--- config.mk ---
export PLATFORM = sky130hd
export DESIGN_NAME = div_unit
export DESIGN_NICKNAME = d
export VERILOG_FILES = /design/src/rtl/div_unit.sv
export SDC_FILE = /design/constraint.sdc
export NUM_CORES = 1
export LEC_CHECK = 0
export BUFFER_PORTS_ARGS = -buffer_cell sky130_fd_sc_hd__buf_2
export CAP_MARGIN = 0
export CORE_ASPECT_RATIO = 0.5
export CORE_MARGIN = 2
export CORE_UTILIZATION = 45
export CTS_CLUSTER_DIAMETER = 50
export DETAILED_ROUTE_END_ITERATION = 10
export PLACE_DENSITY_LB_ADDON = 0.1
export SYNTH_ARGS = -nofsm -noshare
export SYNTH_HDL_FRONTEND = slang
export SYNTH_SLANG_ARGS = --single-unit
--- constraint.sdc ---
create_clock -name clk -period 5.1 [get_ports clk]
set_clock_uncertainty 0.05 [all_clocks]
set_input_delay 1.02 -clock clk [delete_from_list [all_inputs] [get_ports clk]]
set_output_delay 1.02 -clock clk [all_outputs]
set_load 0.005 [all_outputs]
--- src/rtl/div_unit.sv ---
// -----------------------------------------------------------------------------
// div_unit
//   Iterative radix-2 restoring divider for the RV32M DIV/DIVU/REM/REMU ops
//   in the Execute stage. A normal operation takes XLEN+1 cycles from the
//   start cycle to the done pulse. Divide-by-zero and signed overflow finish
//   on the next cycle with a fixed result.
//
// Ports
//   clk       rising-edge clock
//   reset     asynchronous, active-low reset (0 = reset)
//   i_start   one-cycle start pulse, honoured only in IDLE and only without i_flush
//   i_flush   synchronous abort (branch/jump flush)
//   i_op      funct3[1:0]: 00 DIV, 01 DIVU, 10 REM, 11 REMU
//   i_a       dividend (rs1), sampled with i_start
//   i_b       divisor  (rs2), sampled with i_start
//   o_busy    Execute stall request; high in the start cycle and while iterating
//   o_done    one-cycle pulse, o_result valid
//   o_result  quotient or remainder, held until the next completed operation
// -----------------------------------------------------------------------------
module div_unit #(
   parameter int XLEN = 32
) (
   input  logic            clk,
   input  logic            reset,
   input  logic            i_start,
   input  logic            i_flush,
   input  logic [1:0]      i_op,
   input  logic [XLEN-1:0] i_a,
   input  logic [XLEN-1:0] i_b,
   output logic            o_busy,
   output logic            o_done,
   output logic [XLEN-1:0] o_result
);

   localparam int CNT_W = $clog2(XLEN);
   localparam logic [XLEN-1:0] INT_MIN = {1'b1, {(XLEN-1){1'b0}}};

   typedef enum logic [1:0] {
      S_IDLE = 2'd0,
      S_CALC = 2'd1,
      S_DONE = 2'd2
   } state_t;

   state_t            state_reg, state_next;
   logic [CNT_W-1:0]  cnt_reg, cnt_next;
   logic [XLEN-1:0]   dvd_reg, dvd_next;     // dividend shifting out, quotient shifting in
   logic [XLEN-1:0]   rem_reg, rem_next;     // partial remainder
   logic [XLEN-1:0]   dsr_reg, dsr_next;     // divisor magnitude
   logic              op_rem_reg, op_rem_next;
   logic              neg_q_reg, neg_q_next;
   logic              neg_r_reg, neg_r_next;
   logic [XLEN-1:0]   result_reg, result_next;
   logic [XLEN-1:0]   saved_reg, saved_next; // result before the latest DONE entry
   logic              busy_c;

   // ---------------------------------------------------------------------------
   // Operand preparation (IDLE cycle)
   // ---------------------------------------------------------------------------
   logic            is_signed;
   logic            a_neg, b_neg;
   logic [XLEN-1:0] a_abs, b_abs;
   logic            div_zero, sgn_ovf;
   logic [XLEN-1:0] special_res;

   always_comb begin
      is_signed   = ~i_op[0];
      a_neg       = is_signed & i_a[XLEN-1];
      b_neg       = is_signed & i_b[XLEN-1];
      a_abs       = a_neg ? (-i_a) : i_a;
      b_abs       = b_neg ? (-i_b) : i_b;
      div_zero    = (i_b == '0);
      sgn_ovf     = is_signed & (i_a == INT_MIN) & (i_b == '1);
      // b==0: quotient all ones, remainder = raw dividend.
      // Overflow: quotient INT_MIN, remainder 0.
      if (div_zero)
         special_res = i_op[1] ? i_a : '1;
      else
         special_res = i_op[1] ? '0 : INT_MIN;
   end

   // ---------------------------------------------------------------------------
   // One restoring step. rem_reg < dsr_reg always holds, so the shifted value
   // fits in XLEN+1 bits and the top bit of the difference is the borrow.
   // ---------------------------------------------------------------------------
   logic [XLEN:0]   rem_shift, rem_diff;
   logic            qbit;
   logic [XLEN-1:0] rem_iter, quo_iter, final_val;

   always_comb begin
      rem_shift = {rem_reg, dvd_reg[XLEN-1]};
      rem_diff  = rem_shift - {1'b0, dsr_reg};
      qbit      = ~rem_diff[XLEN];
      rem_iter  = qbit ? rem_diff[XLEN-1:0] : rem_shift[XLEN-1:0];
      quo_iter  = {dvd_reg[XLEN-2:0], qbit};
      // Sign fix-up applied to the values produced by the final step.
      if (op_rem_reg)
         final_val = neg_r_reg ? (-rem_iter) : rem_iter;
      else
         final_val = neg_q_reg ? (-quo_iter) : quo_iter;
   end

   // ---------------------------------------------------------------------------
   // Next-state / output logic
   // ---------------------------------------------------------------------------
   always_comb begin
      state_next  = state_reg;
      cnt_next    = cnt_reg;
      dvd_next    = dvd_reg;
      rem_next    = rem_reg;
      dsr_next    = dsr_reg;
      op_rem_next = op_rem_reg;
      neg_q_next  = neg_q_reg;
      neg_r_next  = neg_r_reg;
      result_next = result_reg;
      saved_next  = saved_reg;
      busy_c      = 1'b0;
      o_done      = 1'b0;

      case (state_reg)
         S_IDLE: begin
            if (i_start && !i_flush) begin
               busy_c      = 1'b1;
               op_rem_next = i_op[1];
               neg_q_next  = a_neg ^ b_neg;
               neg_r_next  = a_neg;
               dvd_next    = a_abs;
               dsr_next    = b_abs;
               rem_next    = '0;
               cnt_next    = CNT_W'(XLEN - 1);
               if (div_zero || sgn_ovf) begin
                  state_next  = S_DONE;
                  saved_next  = result_reg;
                  result_next = special_res;
               end else begin
                  state_next = S_CALC;
               end
            end
         end

         S_CALC: begin
            busy_c = 1'b1;
            if (i_flush) begin
               state_next = S_IDLE;
            end else begin
               dvd_next = quo_iter;
               rem_next = rem_iter;
               if (cnt_reg == '0) begin
                  state_next  = S_DONE;
                  saved_next  = result_reg;
                  result_next = final_val;
               end else begin
                  cnt_next = cnt_reg - 1'b1;
               end
            end
         end

         S_DONE: begin
            state_next = S_IDLE;
            // A flush here cancels the result: the pulse is withheld and the
            // result register rolls back to the value it held before entry.
            if (i_flush)
               result_next = saved_reg;
            else
               o_done = 1'b1;
         end

         default: begin
            state_next = S_IDLE;
         end
      endcase
   end

   // Gated with reset so the stall drops the moment reset is asserted,
   // even if a start request is still present on the inputs.
   assign o_busy   = busy_c & reset;
   assign o_result = result_reg;

   // ---------------------------------------------------------------------------
   // State registers
   // ---------------------------------------------------------------------------
   always_ff @(posedge clk or negedge reset) begin
      if (!reset) begin
         state_reg  <= S_IDLE;
         cnt_reg    <= '0;
         dvd_reg    <= '0;
         rem_reg    <= '0;
         dsr_reg    <= '0;
         op_rem_reg <= 1'b0;
         neg_q_reg  <= 1'b0;
         neg_r_reg  <= 1'b0;
         result_reg <= '0;
         saved_reg  <= '0;
      end else begin
         state_reg  <= state_next;
         cnt_reg    <= cnt_next;
         dvd_reg    <= dvd_next;
         rem_reg    <= rem_next;
         dsr_reg    <= dsr_next;
         op_rem_reg <= op_rem_next;
         neg_q_reg  <= neg_q_next;
         neg_r_reg  <= neg_r_next;
         result_reg <= result_next;
         saved_reg  <= saved_next;
      end
   end

endmodule

==> impl_metrics.toml <==
[clock_tree]
postCtsHoldBufs = 0
cts_tree = "done"
post_cts_buffers = 0
clk_path_buf_depth = 2
clock-sinks = 170
cts_root_buf = "clkbuf_16"
cts_buffers = 17
cts-htree-levels = 4
clk_pin_slew_ps = 80
clock_latency_ps = 470

[placement]
dp_hpwl_um = 37000
port_buffers = 103
gp_congestion = 0.957
post_dp_cell_area_um2 = 14100

[synthesis]
synth_area_um2 = 13100
synth_cells = 1621
ys_ff_latch = 170
synthFlopType = "dfrtp_1"
async_flop_share = 1.00
synth.most_common_cell = "nand2_1"
synth_edf_count = 0
yosys.area.top_type = "dfrtp_1"
synth_cell_type_count = 77
yosysTopAreaCellShare = 0.325
syn_nets = 1735
synth_warnings = 0
synth_common_cells = "nand2_1 (223), o21ai_0 (209), dfrtp_1 (170), a21oi_1 (101), nor2_1 (99)"
synth-seq-area-share = 0.325
avgSynthCellArea_um2 = 8.08
synth_area_leaders = "dfrtp_1 (32%), o21ai_0 (8.0%), nand2_1 (6.4%)"

[power]
p_leak_nw = 6.23
p_per_area_nw_per_um2 = 828
vdd_ir_drop_max_v = 0.000421

[timing]
tightest_slew_ps = 1250
tns_ps = 0
rsz0062_at_grt = "no"
fin_crit_sh = 0.945
finalSetupViolCount = 0
fin_crit_ps = 4820
finalMaxSlewViolations = 0
max_freq_ghz = 0.208
relSlewSlack = 0.166
final_hold_viol_count = 0

[floorplanning]
die_y_um = 125
io_pins = 104
fp.dieW_um = 245
design.core.area_um2 = 28800
dieArea_um2 = 30600
placementRows = 44
start_util = 0.455

[global_routing]
antenna_found_initial = 0
grt_pass1_vias = 12300
grt_pass1_wl_um = 74600
grt_max_degree = 65
overflow = 0
grt_use_total = 0.319

[job]
drv_cap = 0

[final_layout]
fin_nets = 1813
n_antenna_cell = 0
syn_to_final_growth_pct = 12.2
multi_input_area_um2 = 8280
utilization = 0.510
fillers = 2809
drive_gt1_frac = 0.137
fin_area_um2 = 14700
register_area_um2 = 4250

[route]
ant_nets = 0
wl_per_cell_um = 22.9
drc = 0
dr.pass1.iters = 5
routed_via_density = 6.22
wl_um = 48200
num_vias = 13100
drt_iter0_drc = 1358

[min_path]
hold_class = "in2async"

[worst_setup_path]
endpoint_kind = "flip-flop"
crit_required_ps = 5460
crit_type = "reg2reg"
critical_path_arrival_ps = 5180
worstSetupStartpointType = "flip-flop"
cp_max_fo = 21

[outcome]
status = "finished clean"
==> metal layers <==
| metal | routed length, um | up-vias | track usage |
|---|---|---|---|
| met5 | 0 | - | 0 |
| met4 | 1110 | 0 | 0.0933 |
| met3 | 3830 | 73 | 0.0571 |
| met2 | 20900 | 573 | 0.473 |
| met1 | 22400 | 6401 | 0.470 |
| li1 | - | 6031 | - |
==> cells in the final DEF, fill, tap and decap left out, types with 5 or more instances in the layout <==
cell type,count
dfrtp_1,170
o31ai_1,29
nand2_1,223
nor3_1,40
nor2_1,99
inv_1,58
buf_4,43
nand4_1,21
a31oi_1,11
inv_8,5
nand2b_1,15
o31a_1,7
buf_2,102
or4_1,13
a21boi_0,6
a22oi_1,40
nor2b_1,14
ha_1,43
xnor2_1,67
o211ai_1,18
nand3_1,19
a21oi_1,100
or2_2,5
a21o_1,11
o221ai_1,7
xor2_1,73
a2111oi_0,6
o41ai_1,10
o21ai_0,209
a211oi_1,13
o21a_1,13
mux2_2,36
clkbuf_16,17
and3_1,8
nor4_1,22
or3_1,18
and2_1,7
mux2i_1,29
==> metrics by stage <==
stage          instances  power (mW)  hold slack (ps)  worst slack (ps)
2_1_floorplan       1621        7.82              400               384
3_3_place_gp        2071        10.6              415               463
3_5_place_dp        2071        10.6              421               371
4_1_cts             2103        12.0              361               323
5_1_grt             2103        13.0              366              29.7
6_report            2103        12.2              367               283
==> timing repair <==
action                                  in CTS  in global routing
hold endpoints to repair                     0                  0
endpoints found under the setup margin       0                  1
resized for setup                            0                  2
==> worst max-delay path, cell delays in order, from the launching register on <==
cell and delay (ps):
dfrtp_1 390, inv_1 80, ha_1 230, fa_1 410
nor2b_1 210, o31ai_2 130, a211o_1 350, a211oi_4 300
o21bai_2 140, nor2_4 100, clkinv_2 280, buf_4 280
or4_1 590, a21oi_1 310, nand4bb_1 200, mux2i_1 160
nor4_1 380, o31a_1 160
==> cell families (layout without fill, tap and decap cells) <==
group / count (synthesis) / in the layout / synth area share
fa+ha+maj: 44 / 44 / 0.0426
flops: 170 / 170 / 0.325
xor+xnor: 140 / 140 / 0.0937
mux: 65 / 65 / 0.0531
compound gates: 530 / 530 / 0.252
simple gates: 526 / 526 / 0.190
buf+inv: 146 / 237 / 0.0434
==> area by class of cell <==
cell class | count | share of cell area
Inverter | 59 | 0.0152
Sequential cell | 170 | 0.290
Clock buffer | 18 | 0.0299
Tap cell | 391 | 0.0333
Clock inverter | 14 | 0.0105
Multi-Input combinational cell | 1305 | 0.564
Timing Repair Buffer | 146 | 0.0575
==> where the power goes <==
part / switching (mW) / leakage [nW] / internal [mW]
Clock: 0.673 / 0.293 / 0.669
Sequential: 0.599 / 2.19 / 1.89
Combinational: 5.38 / 3.75 / 2.95
Total: 6.66 / 6.23 / 5.51
==> path summary, 6_finish.rpt <==
check	start	to	slack, ps	cells past startpoint
setup / recovery	dvd_reg[31]	o_result[31]	280	17
setup reg to reg	dvd_reg[31]	o_result[31]	280	17
hold reg to reg	dsr_reg[25]	dsr_reg[25]	430	2
hold / removal	reset	saved_reg[15]	370	1
min in group clk	dsr_reg[25]	dsr_reg[25]	430	2
max in group asynchronous	reset	dsr_reg[0]	2990	3
Power figures use the tool's default switching activity.
